<file path="config.mk">
export PLATFORM = sky130hd
export DESIGN_NAME = bch_encoder_flat
export DESIGN_NICKNAME = d
export VERILOG_FILES = /design/src/rtl/bch_pkg.sv /design/src/rtl/bch_encoder_if.sv /design/src/rtl/bch_lfsr.sv /design/src/rtl/bch_encoder.sv /design/src/flat_wrapper.sv
export SDC_FILE = /design/constraint.sdc
export NUM_CORES = 1
export LEC_CHECK = 0
export ABC_AREA = 0
export BUFFER_PORTS_ARGS = -buffer_cell sky130_fd_sc_hd__clkbuf_2
export CORE_ASPECT_RATIO = 0.5
export CORE_MARGIN = 3
export CORE_UTILIZATION = 38
export DETAILED_ROUTE_END_ITERATION = 10
export MAX_ROUTING_LAYER = met4
export PLACE_DENSITY = 0.6
export SLEW_MARGIN = 20
export SYNTH_ARGS = -nofsm -noshare
export SYNTH_HDL_FRONTEND = slang
export SYNTH_HIERARCHICAL = 1
export SYNTH_SLANG_ARGS = --single-unit
</file>
<file path="constraint.sdc">
create_clock -name clk -period 3.55 [get_ports clk]
set_input_delay 0.355 -clock clk [delete_from_list [all_inputs] [get_ports clk]]
set_output_delay 0.355 -clock clk [all_outputs]
set_load 0.03 [all_outputs]
</file>
<file path="src/rtl/bch_pkg.sv">
// Shared BCH encoder/decoder definitions: size limits, FSM encoding and
// configuration helpers used by both the encoder and the decode chain.
package bch_pkg;

  localparam int N_MAX = 1023;
  localparam int T_MAX = 4;
  localparam int M_MAX = 10;
  localparam int R_MAX = T_MAX * M_MAX;
  localparam int CNT_W = $clog2(N_MAX + 1);

  typedef enum logic [1:0] {
    IDLE = 2'd0,
    MSG  = 2'd1,
    PAR  = 2'd2,
    FIN  = 2'd3
  } state_e;

  // Parity length r = m*t; only meaningful once the config has passed cfg_valid
  function automatic logic [5:0] r_of(input logic [3:0] m, input logic [2:0] t);
    logic [6:0] prod;
    prod = {3'd0, m} * {4'd0, t};
    return prod[5:0];
  endfunction

  function automatic logic cfg_valid(input logic [CNT_W-1:0] n,
                                     input logic [3:0]       m,
                                     input logic [2:0]       t);
    logic [15:0] n_lim;
    n_lim = (16'd1 << m) - 16'd1;
    return (m >= 4'd2) && (m <= 4'(M_MAX)) &&
           (t != 3'd0) && (t <= 3'(T_MAX)) &&
           ({4'd0, r_of(m, t)} < n) &&
           ({6'd0, n} <= n_lim);
  endfunction

endpackage

</file>
<file path="src/rtl/bch_encoder_if.sv">
// Configuration, message-in and codeword-out handshake bundle of the BCH encoder.
interface bch_encoder_if;
  import bch_pkg::*;

  logic              start;
  logic [CNT_W-1:0]  n;
  logic [3:0]        m;
  logic [2:0]        t;
  logic [R_MAX-1:0]  gen_poly;
  logic              din;
  logic              din_valid;
  logic              din_ready;
  logic              dout;
  logic              dout_valid;
  logic              dout_ready;
  logic              dout_last;
  logic              busy;
  logic              done;
  logic              cfg_err;

  modport master (
    output start, n, m, t, gen_poly, din, din_valid, dout_ready,
    input  din_ready, dout, dout_valid, dout_last, busy, done, cfg_err
  );

  modport slave (
    input  start, n, m, t, gen_poly, din, din_valid, dout_ready,
    output din_ready, dout, dout_valid, dout_last, busy, done, cfg_err
  );

endinterface

</file>
<file path="src/rtl/bch_lfsr.sv">
// Variable-length Galois LFSR over GF(2): active length r, taps from g.
// With feedback it divides the input stream by g(x); without it, it shifts out.
module bch_lfsr
  import bch_pkg::*;
(
  input  logic             clk,
  input  logic             rst,
  input  logic             clr,
  input  logic [5:0]       r,
  input  logic [R_MAX-1:0] g,
  input  logic             shift_en,
  input  logic             fb_en,
  input  logic             bit_in,
  output logic             msb
);

  logic [R_MAX-1:0] lfsr_r;
  logic [R_MAX-1:0] mask_s;
  logic             fb_s;

  // Active-length mask and the tap at bit r-1, both selected by r
  always_comb begin
    mask_s = {R_MAX{1'b0}};
    msb    = 1'b0;
    for (int i = 0; i < R_MAX; i++) begin
      mask_s[i] = (6'(i) < r);
      msb       = msb | (lfsr_r[i] & (6'(i + 1) == r));
    end
  end

  assign fb_s = fb_en & (bit_in ^ msb);

  // Shift register with optional generator feedback
  always_ff @(posedge clk) begin
    if (rst) begin
      lfsr_r <= {R_MAX{1'b0}};
    end else if (clr) begin
      lfsr_r <= {R_MAX{1'b0}};
    end else if (shift_en) begin
      lfsr_r <= ((lfsr_r << 1) ^ (fb_s ? g : {R_MAX{1'b0}})) & mask_s;
    end
  end

endmodule

</file>
<file path="src/rtl/bch_encoder.sv">
// Systematic BCH encoder: passes k message bits through, then appends the
// r = m*t parity bits of u(x)*x^r mod g(x), highest degree first.
module bch_encoder
  import bch_pkg::*;
(
  input  logic         clk,
  input  logic         rst,
  bch_encoder_if.slave bus
);

  state_e           state_r;
  state_e           state_nx_s;
  logic [CNT_W-1:0] cnt_r;
  logic [CNT_W-1:0] k_last_r;
  logic [5:0]       r_r;
  logic             err_r;

  logic [5:0]       r_in_s;
  logic             cfg_ok_s;
  logic             start_ok_s;
  logic             xfer_s;
  logic             msg_end_s;
  logic             par_end_s;
  logic             lfsr_msb_s;

  assign r_in_s     = r_of(bus.m, bus.t);
  assign cfg_ok_s   = cfg_valid(bus.n, bus.m, bus.t);
  // The done cycle also accepts a start so codewords can run back to back
  assign start_ok_s = bus.start && ((state_r == IDLE) || (state_r == FIN));
  assign msg_end_s  = (cnt_r == k_last_r);
  assign par_end_s  = (cnt_r == ({4'd0, r_r} - 10'd1));

  // Bit transfer qualifier for the current phase
  always_comb begin
    case (state_r)
      MSG:     xfer_s = bus.din_valid && bus.dout_ready;
      PAR:     xfer_s = bus.dout_ready;
      default: xfer_s = 1'b0;
    endcase
  end

  // FSM state register
  always_ff @(posedge clk) begin
    if (rst) begin
      state_r <= IDLE;
    end else begin
      state_r <= state_nx_s;
    end
  end

  // FSM next-state logic
  always_comb begin
    state_nx_s = state_r;
    case (state_r)
      IDLE, FIN: begin
        if (start_ok_s) begin
          state_nx_s = cfg_ok_s ? MSG : FIN;
        end else begin
          state_nx_s = IDLE;
        end
      end
      MSG: begin
        if (xfer_s && msg_end_s) begin
          state_nx_s = PAR;
        end else begin
          state_nx_s = MSG;
        end
      end
      PAR: begin
        if (xfer_s && par_end_s) begin
          state_nx_s = FIN;
        end else begin
          state_nx_s = PAR;
        end
      end
      default: state_nx_s = IDLE;
    endcase
  end

  // Latched configuration and bit counter
  always_ff @(posedge clk) begin
    if (rst) begin
      cnt_r    <= {CNT_W{1'b0}};
      k_last_r <= {CNT_W{1'b0}};
      r_r      <= 6'd0;
      err_r    <= 1'b0;
    end else if (start_ok_s) begin
      cnt_r    <= {CNT_W{1'b0}};
      r_r      <= r_in_s;
      k_last_r <= bus.n - {4'd0, r_in_s} - 10'd1;
      err_r    <= ~cfg_ok_s;
    end else if (xfer_s) begin
      if ((state_r == MSG) && msg_end_s) begin
        cnt_r <= {CNT_W{1'b0}};
      end else begin
        cnt_r <= cnt_r + 10'd1;
      end
    end
  end

  bch_lfsr u_lfsr (
    .clk      (clk),
    .rst      (rst),
    .clr      (start_ok_s),
    .r        (r_r),
    .g        (bus.gen_poly),
    .shift_en (xfer_s),
    .fb_en    (state_r == MSG),
    .bit_in   (bus.din),
    .msb      (lfsr_msb_s)
  );

  // FSM outputs and handshake muxing
  always_comb begin
    bus.dout       = 1'b0;
    bus.dout_valid = 1'b0;
    bus.din_ready  = 1'b0;
    bus.dout_last  = 1'b0;
    bus.busy       = 1'b0;
    bus.done       = 1'b0;
    bus.cfg_err    = 1'b0;
    case (state_r)
      MSG: begin
        bus.dout       = bus.din;
        bus.dout_valid = bus.din_valid;
        bus.din_ready  = bus.dout_ready;
        bus.busy       = 1'b1;
      end
      PAR: begin
        bus.dout       = lfsr_msb_s;
        bus.dout_valid = 1'b1;
        bus.dout_last  = par_end_s;
        bus.busy       = 1'b1;
      end
      FIN: begin
        bus.done    = 1'b1;
        bus.cfg_err = err_r;
      end
      default: begin
        bus.done = 1'b0;
      end
    endcase
  end

endmodule

</file>
<file path="src/flat_wrapper.sv">
// flat-port wrapper written by rule: the top's interface ports become plain ports
module bch_encoder_flat import bch_pkg::*;
  (clk, rst, bus_start, bus_n, bus_m, bus_t, bus_gen_poly, bus_din, bus_din_valid, bus_dout_ready, bus_din_ready, bus_dout, bus_dout_valid, bus_dout_last, bus_busy, bus_done, bus_cfg_err);
  bch_encoder_if bus_i ();
  input  logic clk;
  input  logic rst;
  input wire logic [$bits(bus_i.start)-1:0] bus_start;
  input wire logic [$bits(bus_i.n)-1:0] bus_n;
  input wire logic [$bits(bus_i.m)-1:0] bus_m;
  input wire logic [$bits(bus_i.t)-1:0] bus_t;
  input wire logic [$bits(bus_i.gen_poly)-1:0] bus_gen_poly;
  input wire logic [$bits(bus_i.din)-1:0] bus_din;
  input wire logic [$bits(bus_i.din_valid)-1:0] bus_din_valid;
  input wire logic [$bits(bus_i.dout_ready)-1:0] bus_dout_ready;
  output wire logic [$bits(bus_i.din_ready)-1:0] bus_din_ready;
  output wire logic [$bits(bus_i.dout)-1:0] bus_dout;
  output wire logic [$bits(bus_i.dout_valid)-1:0] bus_dout_valid;
  output wire logic [$bits(bus_i.dout_last)-1:0] bus_dout_last;
  output wire logic [$bits(bus_i.busy)-1:0] bus_busy;
  output wire logic [$bits(bus_i.done)-1:0] bus_done;
  output wire logic [$bits(bus_i.cfg_err)-1:0] bus_cfg_err;
  assign bus_i.start = bus_start;
  assign bus_i.n = bus_n;
  assign bus_i.m = bus_m;
  assign bus_i.t = bus_t;
  assign bus_i.gen_poly = bus_gen_poly;
  assign bus_i.din = bus_din;
  assign bus_i.din_valid = bus_din_valid;
  assign bus_i.dout_ready = bus_dout_ready;
  assign bus_din_ready = bus_i.din_ready;
  assign bus_dout = bus_i.dout;
  assign bus_dout_valid = bus_i.dout_valid;
  assign bus_dout_last = bus_i.dout_last;
  assign bus_busy = bus_i.busy;
  assign bus_done = bus_i.done;
  assign bus_cfg_err = bus_i.cfg_err;
  bch_encoder u_core (.clk(clk), .rst(rst), .bus(bus_i));
endmodule
</file>
==> qor.txt <==
================================================================================
Total number of vias                                                        5447
Dominant combinational cell family by area after synthesis          simple AND/OR/NAND/NOR gates
Die W                                                                     179 um
Half-perimeter wire length after placement                              12300 um
Max-Slew Margin vs Limit                                                   42.9%
CTS Hold Buffers Added                                                         0
RSZ-0062 raised after global routing                                       false
Pin slew with the least headroom to its limit                           0.856 ns
Synth async-reset ratio                                                       0%
Post-detailed-routing wire length                                       16000 um
Areal power density over the cells                                   423 nW/um^2
Max_cap viols                                                                  0
Compound-gate portion of the synthesized area                              21.1%
Setup violation total in the final timing report                               0
Number of synthesized register bits                                           69
Number of antenna violations at the first check in global routing              0
Summed instance area of the synthesized netlist                        5690 um^2
Syn-to-layout area delta                                                   16.7%
Layout Cell Area excl Fill                                             6640 um^2
Std-Cell Core Area                                                    14100 um^2
Number of global-route vias before repair                                   5058
Most common flop cell mapped by yosys                               sky130_fd_sc_hd__dfxtp_1
Die boundary height                                                      92.5 um
Final hold violations                                                          0
Placement Rows                                                                30
Count of filler cells inserted in the layout                                1422
Total routing resource utilization after global routing                    20.0%
Final Cycle Share                                                          93.0%
IR Drop Worst-Case VDD                                                  0.233 mV
Syn nets                                                                     842
Post-synth cell types                                                         79
Clock period minus final worst setup slack                               3.30 ns
Slack of the critical path                                              0.247 ns
Achievable frequency                                                   0.303 GHz
Vias per cell                                                               5.47
CTS root buf                                                        sky130_fd_sc_hd__clkbuf_16
Ports placed on the boundary                                                  70
Arr. time, crit path                                                     2.95 ns
Crit start category                                                         flop
Most common cell after layout, fill and taps aside                  sky130_fd_sc_hd__nand2_1
Final RePlAce weighted congestion                                          0.947
Total Nets Final                                                             898
Data required time of the critical path                                  3.19 ns
Clock network latency to the later pin of the worst-skew pair            0.33 ns
Drt drc                                                                        0
Overall power after layout                                               2.81 mW
Post-CTS Setup Inserts                                                         0
Clk sink count                                                                69
Count of antenna diodes in the layout                                          0
Simple-gate share of the synthesized area                                  26.7%
Clock buffer count from CTS                                                    9
Area of the die                                                       16600 um^2
Fraction of final layout cells with drive strength greater than 1          17.4%
Share of synthesized area occupied by flip-flops and latches               24.3%
Count of buffers inserted at the top-level ports                              69
Placed Instance Area                                                   6280 um^2
Starting utilization of the core area                                      40.4%
Hold WC Path Type                                                         in2reg
Adder and majority cell fraction of the synthesized area                   8.67%
Commonest non-fill, non-tap cells in the layout                     sky130_fd_sc_hd__nand2_1 (108), sky130_fd_sc_hd__clkbuf_2 (69), sky130_fd_sc_hd__dfxtp_1 (69)
Residual overflow from global routing                                          0
Filler-free cell count of the finished design                                995
Mapped Avg Cell Area                                                   7.67 um^2
Quantity of gates resized following cts                                        0
Sum of negative setup slack                                                 0 ns
Kind of end point of the critical path                               output port
Average wire per cell in the routed design                               16.0 um
Minimum setup slack after placement                                     0.106 ns
Leak Pwr                                                                 2.77 nW
Worst-path clk slew                                                      0.06 ns
TritonCTS clock tree                                                        done
Post-Synthesis Cells                                                         742
Status                                                              complete, no violations
Number of enable-type register cells in the synthesized netlist                0
Synthesized-area fraction occupied by xor and xnor cells                   10.9%
Mux contribution to synthesized area                                       2.44%
Pre-Repair DR Iteration Count                                                  5
Highest fanout seen on the critical path                                      17
Fin. max-slew vios                                                             0
Maximum root-to-sink buffer count                                              2
Wire length of the first global-routing pass                            25800 um
Largest net degree at the start of global routing                             48
Placed insts                                                                 979
Crit path kind                                                           reg2out
CTS H-Tree Depth                                                               3
Antenna-violating nets left                                                    0
Final worst clock skew                                                0.00623 ns
Yosys warnings                                                                 6
Violation count after the first detailed-route iteration                     409
================================================================================
-- path summary, 6_finish.rpt --
check	startpoint	endpoint	slack, ns	depth (start not counted)
min reg2reg	u_core/k_last_r[9]	u_core/k_last_r[9]	0.47	2
max	u_core/r_r[4]	bus_dout	0.25	8
max reg2reg	u_core/r_r[4]	u_core/u_lfsr/lfsr_r[26]	0.27	9
min	bus_n[8]	u_core/k_last_r[8]	0.38	3
-- flip-flops by register name (all words and copies together), names as in the netlist --
| name | count |
|---|---|
| u_core/k_last_r | 10 |
| u_core/state_r | 2 |
| u_core/r_r | 6 |
| u_core/cnt_r | 10 |
| u_core/u_lfsr/lfsr_r | 40 |
| u_core/err_r | 1 |
-- through the flow --
stage / hold WS [ns] / util, %
finish: 0.378 / 47.2
global placement: 0.459 / 44.6
global route: 0.403 / 47.2
detailed placement: 0.469 / 44.6
CTS: 0.374 / 47.2
floorplan: 0.442 / -
-- worst max-delay path: stages, from the launching register on --
cell and delay (ns):
sky130_fd_sc_hd__dfxtp_1 0.72, sky130_fd_sc_hd__buf_4 0.28, sky130_fd_sc_hd__and2_0 0.35, sky130_fd_sc_hd__a32oi_1 0.19, sky130_fd_sc_hd__o2111ai_1 0.46, sky130_fd_sc_hd__or3_1 0.21, sky130_fd_sc_hd__a22oi_1 0.08, sky130_fd_sc_hd__nor2_1 0.10
sky130_fd_sc_hd__clkbuf_2 0.21
-- power by group --
group / leakage (nW) / total, mW / switching [mW] / internal, mW
clock: 0.172 / 1.06 / 0.334 / 0.725
sequential: 0.559 / 0.866 / 0.0548 / 0.811
combinational: 2.04 / 0.882 / 0.541 / 0.341
total: 2.77 / 2.81 / 0.930 / 1.88
-- synth_stat cells (10+ instances only) --
cell type	instances	share of area [%]
sky130_fd_sc_hd__nand2_1	108	7.1
sky130_fd_sc_hd__dfxtp_1	69	24
sky130_fd_sc_hd__nor3_1	48	4.2
sky130_fd_sc_hd__a21oi_1	40	3.5
sky130_fd_sc_hd__xor2_1	39	6.0
sky130_fd_sc_hd__o21ai_0	38	3.3
sky130_fd_sc_hd__nor2_1	37	2.4
sky130_fd_sc_hd__ha_1	33	7.3
sky130_fd_sc_hd__xnor2_1	30	4.6
sky130_fd_sc_hd__clkbuf_1	27	1.8
sky130_fd_sc_hd__inv_1	27	1.8
sky130_fd_sc_hd__buf_2	18	1.6
sky130_fd_sc_hd__o21ai_1	17	1.5
sky130_fd_sc_hd__nand3_1	15	1.3
sky130_fd_sc_hd__a32o_1	12	2.1
sky130_fd_sc_hd__nor2b_1	12	1.3
sky130_fd_sc_hd__and2_1	10	1.1
-- routing by layer --
| metal | vias up | wire (um) | GRT usage, % |
|---|---|---|---|
| met5 | - | 0 | - |
| met4 | 0 | 251 | 4.27 |
| met3 | 20 | 718 | 3.52 |
| met2 | 142 | 7460 | 32.3 |
| met1 | 2532 | 7520 | 26.3 |
| li1 | 2753 | - | - |
-- kinds of logic (layout without fill, tap and decap cells) --
kind of cell    after synthesis  count (layout)
flops                        69              69
compound gates              181             181
buf+inv                      79             140
simple gates                294             294
mux                          12              12
fa+ha+maj                    37              37
xor+xnor                     70              70
-- final cells by class --
type / count / area (um^2) / share of cell area [%]
Tap cell: 192 / 240 / 3.62
Timing Repair Buffer: 95 / 566 / 8.52
Clock buffer: 11 / 253 / 3.81
Clock inverter: 5 / 106 / 1.60
Inverter: 29 / 109 / 1.64
Multi-Input combinational cell: 594 / 3990 / 60.0
Sequential cell: 69 / 1380 / 20.8
(Power assumes the default switching activity.)
